## config.mk

```make
export PLATFORM = sky130hd
export DESIGN_NAME = wallace_mul_pipe
export DESIGN_NICKNAME = d
export VERILOG_FILES = /design/src/rtl/wallace_pkg.sv /design/src/rtl/csa_3to2.sv /design/src/rtl/wallace_mul_pipe.sv
export SDC_FILE = /design/constraint.sdc
export NUM_CORES = 1
export LEC_CHECK = 0
export BUFFER_PORTS_ARGS = -buffer_cell sky130_fd_sc_hd__buf_2
export CAP_MARGIN = 0
export CORE_MARGIN = 1
export CORE_UTILIZATION = 55
export CTS_BUF_LIST = sky130_fd_sc_hd__clkbuf_16
export DETAILED_ROUTE_END_ITERATION = 8
export PLACE_DENSITY = 0.74
export SYNTH_ARGS = -nofsm -noshare
export SYNTH_HDL_FRONTEND = slang
export SYNTH_SLANG_ARGS = --single-unit
```

## constraint.sdc

```tcl
create_clock -name clk -period 21.5 [get_ports clk]
set_clock_uncertainty 0.2 [all_clocks]
set_input_delay 4.3 -clock clk [delete_from_list [all_inputs] [get_ports clk]]
set_output_delay 4.3 -clock clk [all_outputs]
set_load 0.01 [all_outputs]
```

## src/rtl/wallace_pkg.sv

```systemverilog
// Shared constants and elaboration-time helpers for the Wallace multiplier.
package wallace_pkg;

    // Number of registered stages between operand accept and result.
    localparam int MUL_LATENCY = 3;

    // Partial-product rows: one per multiplier bit plus one constant row
    // carrying the Baugh-Wooley correction bits in signed mode.
    function automatic int pp_rows(input int w);
        return w + 1;
    endfunction

    // Rows left after one layer of 3:2 compression of n rows.
    function automatic int csa_next(input int n);
        if (n < 3) begin
            return n;
        end
        return 2 * (n / 3) + (n % 3);
    endfunction

    // Rows left after k layers of 3:2 compression of n rows.
    function automatic int rows_after(input int n, input int k);
        int r;
        r = n;
        for (int i = 0; i < k; i++) begin
            r = csa_next(r);
        end
        return r;
    endfunction

    // Number of 3:2 layers needed to reduce n rows to two.
    function automatic int csa_levels(input int n);
        int r;
        int l;
        r = n;
        l = 0;
        while (r > 2) begin
            r = csa_next(r);
            l++;
        end
        return l;
    endfunction

endpackage

```

## src/rtl/csa_3to2.sv

```systemverilog
// Row-wide 3:2 carry-save compressor: three W-bit rows in, sum and
// left-shifted carry rows out. Bits shifted past W are dropped because the
// whole tree works modulo 2^W.
module csa_3to2 #(
    parameter int W = 32
) (
    input  logic [W-1:0] x_i,
    input  logic [W-1:0] y_i,
    input  logic [W-1:0] z_i,
    output logic [W-1:0] sum_o,
    output logic [W-1:0] carry_o
);

    logic [W-1:0] maj;

    for (genvar gi = 0; gi < W; gi++) begin : g_fa
        assign sum_o[gi] = x_i[gi] ^ y_i[gi] ^ z_i[gi];
        assign maj[gi]   = (x_i[gi] & y_i[gi]) | (x_i[gi] & z_i[gi]) | (y_i[gi] & z_i[gi]);
    end

    assign carry_o = maj << 1;

endmodule

```

## src/rtl/wallace_mul_pipe.sv

```systemverilog
// Pipelined Wallace-tree multiplier, signed/unsigned per operation, with
// valid/ready flow control and a sideband tag.
//   S1: partial products after the first 3:2 layer
//   S2: two-row carry-save result after the remaining layers
//   S3: carry-propagate sum (product)
// The pipe stalls as a whole whenever a result is waiting and not taken.
module wallace_mul_pipe
    import wallace_pkg::*;
#(
    parameter int WIDTH = 16,
    parameter int TAG_W = 4
) (
    input  logic               clk,
    input  logic               rst,
    input  logic               in_valid,
    output logic               in_ready,
    input  logic [WIDTH-1:0]   a,
    input  logic [WIDTH-1:0]   b,
    input  logic               in_signed,
    input  logic [TAG_W-1:0]   in_tag,
    output logic               out_valid,
    input  logic               out_ready,
    output logic [2*WIDTH-1:0] product,
    output logic [TAG_W-1:0]   out_tag
);

    localparam int PW = 2 * WIDTH;
    localparam int NR = pp_rows(WIDTH);
    localparam int NL = csa_levels(NR);

    // lvl[k] is the input of 3:2 layer k; lout[k] is its output.
    // Layer 0 feeds the S1 register, so lvl[1] comes from s1_q.
    logic [PW-1:0] pp   [0:NR-1];
    logic [PW-1:0] lvl  [0:NL][0:NR-1];
    logic [PW-1:0] lout [0:NL-1][0:NR-1];

    logic [PW-1:0] s1_d [0:NR-1];
    logic [PW-1:0] s1_q [0:NR-1];
    logic [PW-1:0] s2_d [0:1];
    logic [PW-1:0] s2_q [0:1];
    logic [PW-1:0] sum_d;
    logic [PW-1:0] product_q;

    logic [MUL_LATENCY-1:0] vld_q;
    logic [TAG_W-1:0]       tag_q [0:MUL_LATENCY-1];
    logic                   rdy_q;
    logic                   advance;
    logic                   accept;

    assign advance   = ~vld_q[MUL_LATENCY-1] | out_ready;
    assign in_ready  = advance & rdy_q;
    assign accept    = in_valid & in_ready;
    assign out_valid = vld_q[MUL_LATENCY-1];
    assign product   = product_q;
    assign out_tag   = tag_q[MUL_LATENCY-1];

    // Partial products; in signed mode the MSB row/column cross terms are
    // inverted and 2^W + 2^(2W-1) is added (Baugh-Wooley).
    always_comb begin
        for (int r = 0; r < NR; r++) begin
            pp[r] = '0;
        end
        for (int i = 0; i < WIDTH; i++) begin
            for (int j = 0; j < WIDTH; j++) begin
                pp[i][i+j] = (a[j] & b[i]) ^ (in_signed & ((i == WIDTH-1) != (j == WIDTH-1)));
            end
        end
        if (in_signed) begin
            pp[WIDTH][WIDTH] = 1'b1;
            pp[WIDTH][PW-1]  = 1'b1;
        end
    end

    // Wire each layer's input rows.
    for (genvar gi = 0; gi < NR; gi++) begin : g_lvl_lo
        assign lvl[0][gi] = pp[gi];
        assign lvl[1][gi] = s1_q[gi];
        assign s1_d[gi]   = lout[0][gi];
    end

    for (genvar gl = 2; gl <= NL; gl++) begin : g_lvl_hi
        for (genvar gi = 0; gi < NR; gi++) begin : g_row
            assign lvl[gl][gi] = lout[gl-1][gi];
        end
    end

    // Compression layers: groups of three rows go through a CSA, leftover
    // rows pass straight through, unused slots are tied to zero.
    for (genvar gl = 0; gl < NL; gl++) begin : g_layer
        localparam int NIN  = rows_after(NR, gl);
        localparam int NGRP = NIN / 3;
        localparam int NOUT = rows_after(NR, gl + 1);

        for (genvar gi = 0; gi < NGRP; gi++) begin : g_csa
            csa_3to2 #(
                .W(PW)
            ) u_csa (
                .x_i     (lvl[gl][3*gi]),
                .y_i     (lvl[gl][3*gi+1]),
                .z_i     (lvl[gl][3*gi+2]),
                .sum_o   (lout[gl][2*gi]),
                .carry_o (lout[gl][2*gi+1])
            );
        end

        for (genvar gi = 0; gi < NIN - 3*NGRP; gi++) begin : g_pass
            assign lout[gl][2*NGRP+gi] = lvl[gl][3*NGRP+gi];
        end

        for (genvar gi = NOUT; gi < NR; gi++) begin : g_zero
            assign lout[gl][gi] = '0;
        end
    end

    assign s2_d[0] = lvl[NL][0];
    assign s2_d[1] = lvl[NL][1];

    // Final carry-propagate add; the carry beyond 2*WIDTH bits is dropped.
    assign sum_d = s2_q[0] + s2_q[1];

    // Input readiness comes up one clock after reset is released.
    always_ff @(posedge clk or posedge rst) begin
        if (rst) begin
            rdy_q <= 1'b0;
        end else begin
            rdy_q <= 1'b1;
        end
    end

    // S1: capture first-layer rows, tag and valid when the pipe advances.
    always_ff @(posedge clk or posedge rst) begin
        if (rst) begin
            vld_q[0] <= 1'b0;
            tag_q[0] <= '0;
            for (int r = 0; r < NR; r++) begin
                s1_q[r] <= '0;
            end
        end else if (advance) begin
            vld_q[0] <= accept;
            tag_q[0] <= in_tag;
            for (int r = 0; r < NR; r++) begin
                s1_q[r] <= s1_d[r];
            end
        end
    end

    // S2: capture the two carry-save rows.
    always_ff @(posedge clk or posedge rst) begin
        if (rst) begin
            vld_q[1] <= 1'b0;
            tag_q[1] <= '0;
            s2_q[0]  <= '0;
            s2_q[1]  <= '0;
        end else if (advance) begin
            vld_q[1] <= vld_q[0];
            tag_q[1] <= tag_q[0];
            s2_q[0]  <= s2_d[0];
            s2_q[1]  <= s2_d[1];
        end
    end

    // S3: load product and tag only from a valid op so bubbles never show up.
    always_ff @(posedge clk or posedge rst) begin
        if (rst) begin
            vld_q[2]  <= 1'b0;
            tag_q[2]  <= '0;
            product_q <= '0;
        end else if (advance) begin
            vld_q[2] <= vld_q[1];
            if (vld_q[1]) begin
                tag_q[2]  <= tag_q[1];
                product_q <= sum_d;
            end
        end
    end

endmodule

```

==> flow_metrics.tcl <==
set metrics [dict create \
    synth.avg_cell_area_sq_um 9.21 \
    gp_congestion 0.879 \
    synth_compound_area_share_pct 4.88 \
    fin_nets 2461 \
    endpoint "in_ready" \
    num_vias 13914 \
    clock_latency_ns 0.52 \
    rsz0062_at_grt "no" \
    synth_fa_ha_area_share_pct 26.7 \
    slew-limit-headroom_pct 20.6 \
    path_class "input port to output pin" \
    dieHeight_microns 190 \
    die_area_sq_um 36100 \
    die-width_microns 190 \
    yosysWarnings 0 \
    start_util_pct 56.0 \
    seqPwrFrac_pct 26.7 \
    clockPowerShare_pct 18.4 \
    fmaxAchievable_ghz 0.102 \
    synth.top_cell.area_share_pct 37.6 \
    postRouteAntennaNets 0 \
    area_delta_synth_final_pct 8.55 \
    p_total_w 0.00297 \
    r2r_start "lvl[2995]" \
    pwr-share-comb_pct 55.0 \
    critPathRequiredTime_ns 17.00 \
    cts_tree "done" \
    cts.sinks 292 \
    syn_area_sq_um 19500 \
    start_kind "input port" \
    synth_top_area_cell "dfrtp_1" \
    maxCapViolations 0 \
    route.detailed.drc 0 \
    ys.flop_type "dfrtp_1" \
    final.setup.tns_ns 0 \
    grt_pass1_wl_microns 75600 \
    track_usage_pct 26.7 \
    whs_path_depth 2 \
    crit_path_end_kind "output pin" \
    wirelength_microns 45300 \
    drive_above_1_share_pct 6.61 \
    worst_pin_slew_ns 1.19 \
    post-cts-setup-buffers 0 \
    synth_top_family_by_area "adder cells" \
    switching_share_pct 43.5 \
    holdWs_ns 0.262 \
    wire_per_inst_microns 17.4 \
    synthTopCellsByArea "dfrtp_1 38%, fa_1 21%, nand2_1 14%, and2_1 6.9%, ha_1 6.0%" \
    htreeDepth 2 \
    synth_xor_area_share_pct 2.12 \
    synth_mux_area_share_pct 0.206 \
    io_buffers 78 \
    hold_buffers 0 \
    cts_buffer_depth 3 \
    ys_seq_area_share_pct 37.6 \
    place_inst 2545 \
    irDropWorstVdd_v 0.0000799 \
    antenna_found_initial 1 \
    worstReg2RegEnd "s2_q[51]" \
    cellPowerDensity_nw_per_um2 141 \
    cts_resized 0 \
    p_leak_nw 11.0 \
    numCtsBuffers 34 \
    drv_slew 0 \
    period_needed_ns 9.78 \
    arrival_ns 5.28 \
    outcome "finished clean" \
    synth_edf_count 0 \
    grt_max_degree 112 \
    rrSetupSlack_ns 17.82 \
    syn_inst 2112 \
    fin_crit_sh_pct 45.5 \
    cts.reportedPaths.clkPinSlew_ns 0.06 \
    hold_violations 0 \
    min_path_type "flip-flop to flip-flop" \
    r2r.worst_path.cells 9 \
    fin_area_sq_um 21100 \
    dp_hpwl_microns 30300 \
    yosysMostFrequentCell "nand2_1" \
    vias_per_cell 5.34 \
    stdcell_count 2604 \
    power_switching_w 0.00129 \
    dr.pass1.iters 5 \
    gr-total-overflow 0 \
    grt_pass1_vias 14691 \
    core-area_sq_um 34700 \
    crit_fanout 47 \
    drt_iter0_drc 1092 \
    postSynth.asyncResetShare_pct 100 \
    syn_nets 2447 \
    setup_viol 0 \
    diodes 0 \
    yosysUniqueCellTypes 46 \
    synthSimpleGateAreaFrac_pct 22.5 \
    synth_common_cells "731 x nand2_1, 292 x dfrtp_1, 213 x and2_1" \
    root_buffer "clkbuf_16" \
    critPathLaunch "out_ready" \
    ios 79 \
    ys_ff_latch 292 \
    place_area_sq_um 20100 \
    p_int_w 0.00168 \
    row_count 68 \
]
[critical path, cell delays in order]
cell and delay (ns):
buf_2 0.12, nand2b_4 0.38, and2_1 0.31, buf_2 0.14
[per-stage QoR]
stage,worst slack [ns],util [%]
detailed placement,11.73,57.9
floorplan,8.94,-
CTS,11.72,60.8
finish,11.72,60.8
global route,11.66,60.8
global placement,11.72,57.9
[worst min path at each step]
stage / startpoint / end
after global routing: product[0] / product[0]
after CTS: s2_q[34] / product[2]
after detailed placement: s2_q[35] / s2_q[35]
final: s2_q[34] / product[2]
after global placement: tag_q[11] / tag_q[11]
after floorplan: lvl[3232] / lvl[3232]
[registers in the layout, summed over array words and instances (netlist names)]
| signal | count |
|---|---|
| lvl | 187 |
| out_tag | 4 |
| out_valid | 1 |
| product | 32 |
| rdy_q | 1 |
| s2_q | 57 |
| tag_q | 8 |
| vld_q | 2 |
[cell families (layout without fill, tap and decap cells)]
| family | Yosys count | in the layout |
|---|---|---|
| AOI/OAI and AO/OA | 160 | 160 |
| other | 1 | 1 |
| muxes | 4 | 4 |
| DFF | 292 | 292 |
| buffers and inverters | 309 | 346 |
| and+or+nand+nor | 1005 | 1005 |
| xor gates and xnor gates | 47 | 47 |
| adders and majority gates | 294 | 294 |
[power by group through the flow]
stage          clock network, W  registers, W  logic [W]
2_1_floorplan                 0      0.000797    0.00112
5_1_grt                0.000579      0.000811    0.00191
3_3_place_gp                  0      0.000798    0.00158
4_1_cts                0.000554      0.000795    0.00165
6_report               0.000546      0.000793    0.00163
3_5_place_dp                  0      0.000804    0.00163
[metal layers]
metal	track usage [%]	share of wire, %	vias up	wire [microns]
met1	37.8	45	6942	20500
met4	7.23	2.4	2	1070
met5	0	0.018	-	8
met3	4.19	6.5	83	2930
li1	-	-	6447	-
met2	42.9	46	440	20800
[placed cells by master, fill, tap and decap left out, types with 6 or more instances in the layout]
| master | Yosys | final |
|---|---|---|
| dfrtp_1 | 292 | 292 |
| clkbuf_16 | 0 | 34 |
| and2_1 | 213 | 213 |
| fa_1 | 201 | 201 |
| inv_1 | 199 | 205 |
| nand3_1 | 13 | 13 |
| ha_1 | 93 | 93 |
| xor2_1 | 29 | 29 |
| buf_2 | 0 | 78 |
| a21o_1 | 6 | 6 |
| nand2_1 | 731 | 730 |
| xnor2_1 | 18 | 18 |
| o21ai_0 | 82 | 82 |
| buf_4 | 4 | 10 |
| nor2_1 | 26 | 26 |
| a21oi_1 | 39 | 39 |
| clkinv_1 | 0 | 7 |
[final cells by class]
| cell class | instances | area [sq um] |
|---|---|---|
| Clock buffer | 34 | 851 |
| Clock inverter | 25 | 180 |
| Fill cell | 2927 | 13600 |
| Inverter | 199 | 754 |
| Multi-Input combinational cell | 1511 | 11000 |
| Sequential cell | 292 | 7310 |
| Tap cell | 455 | 569 |
| Timing Repair Buffer | 88 | 465 |
Note: power is estimated with default switching activity, not from simulation.
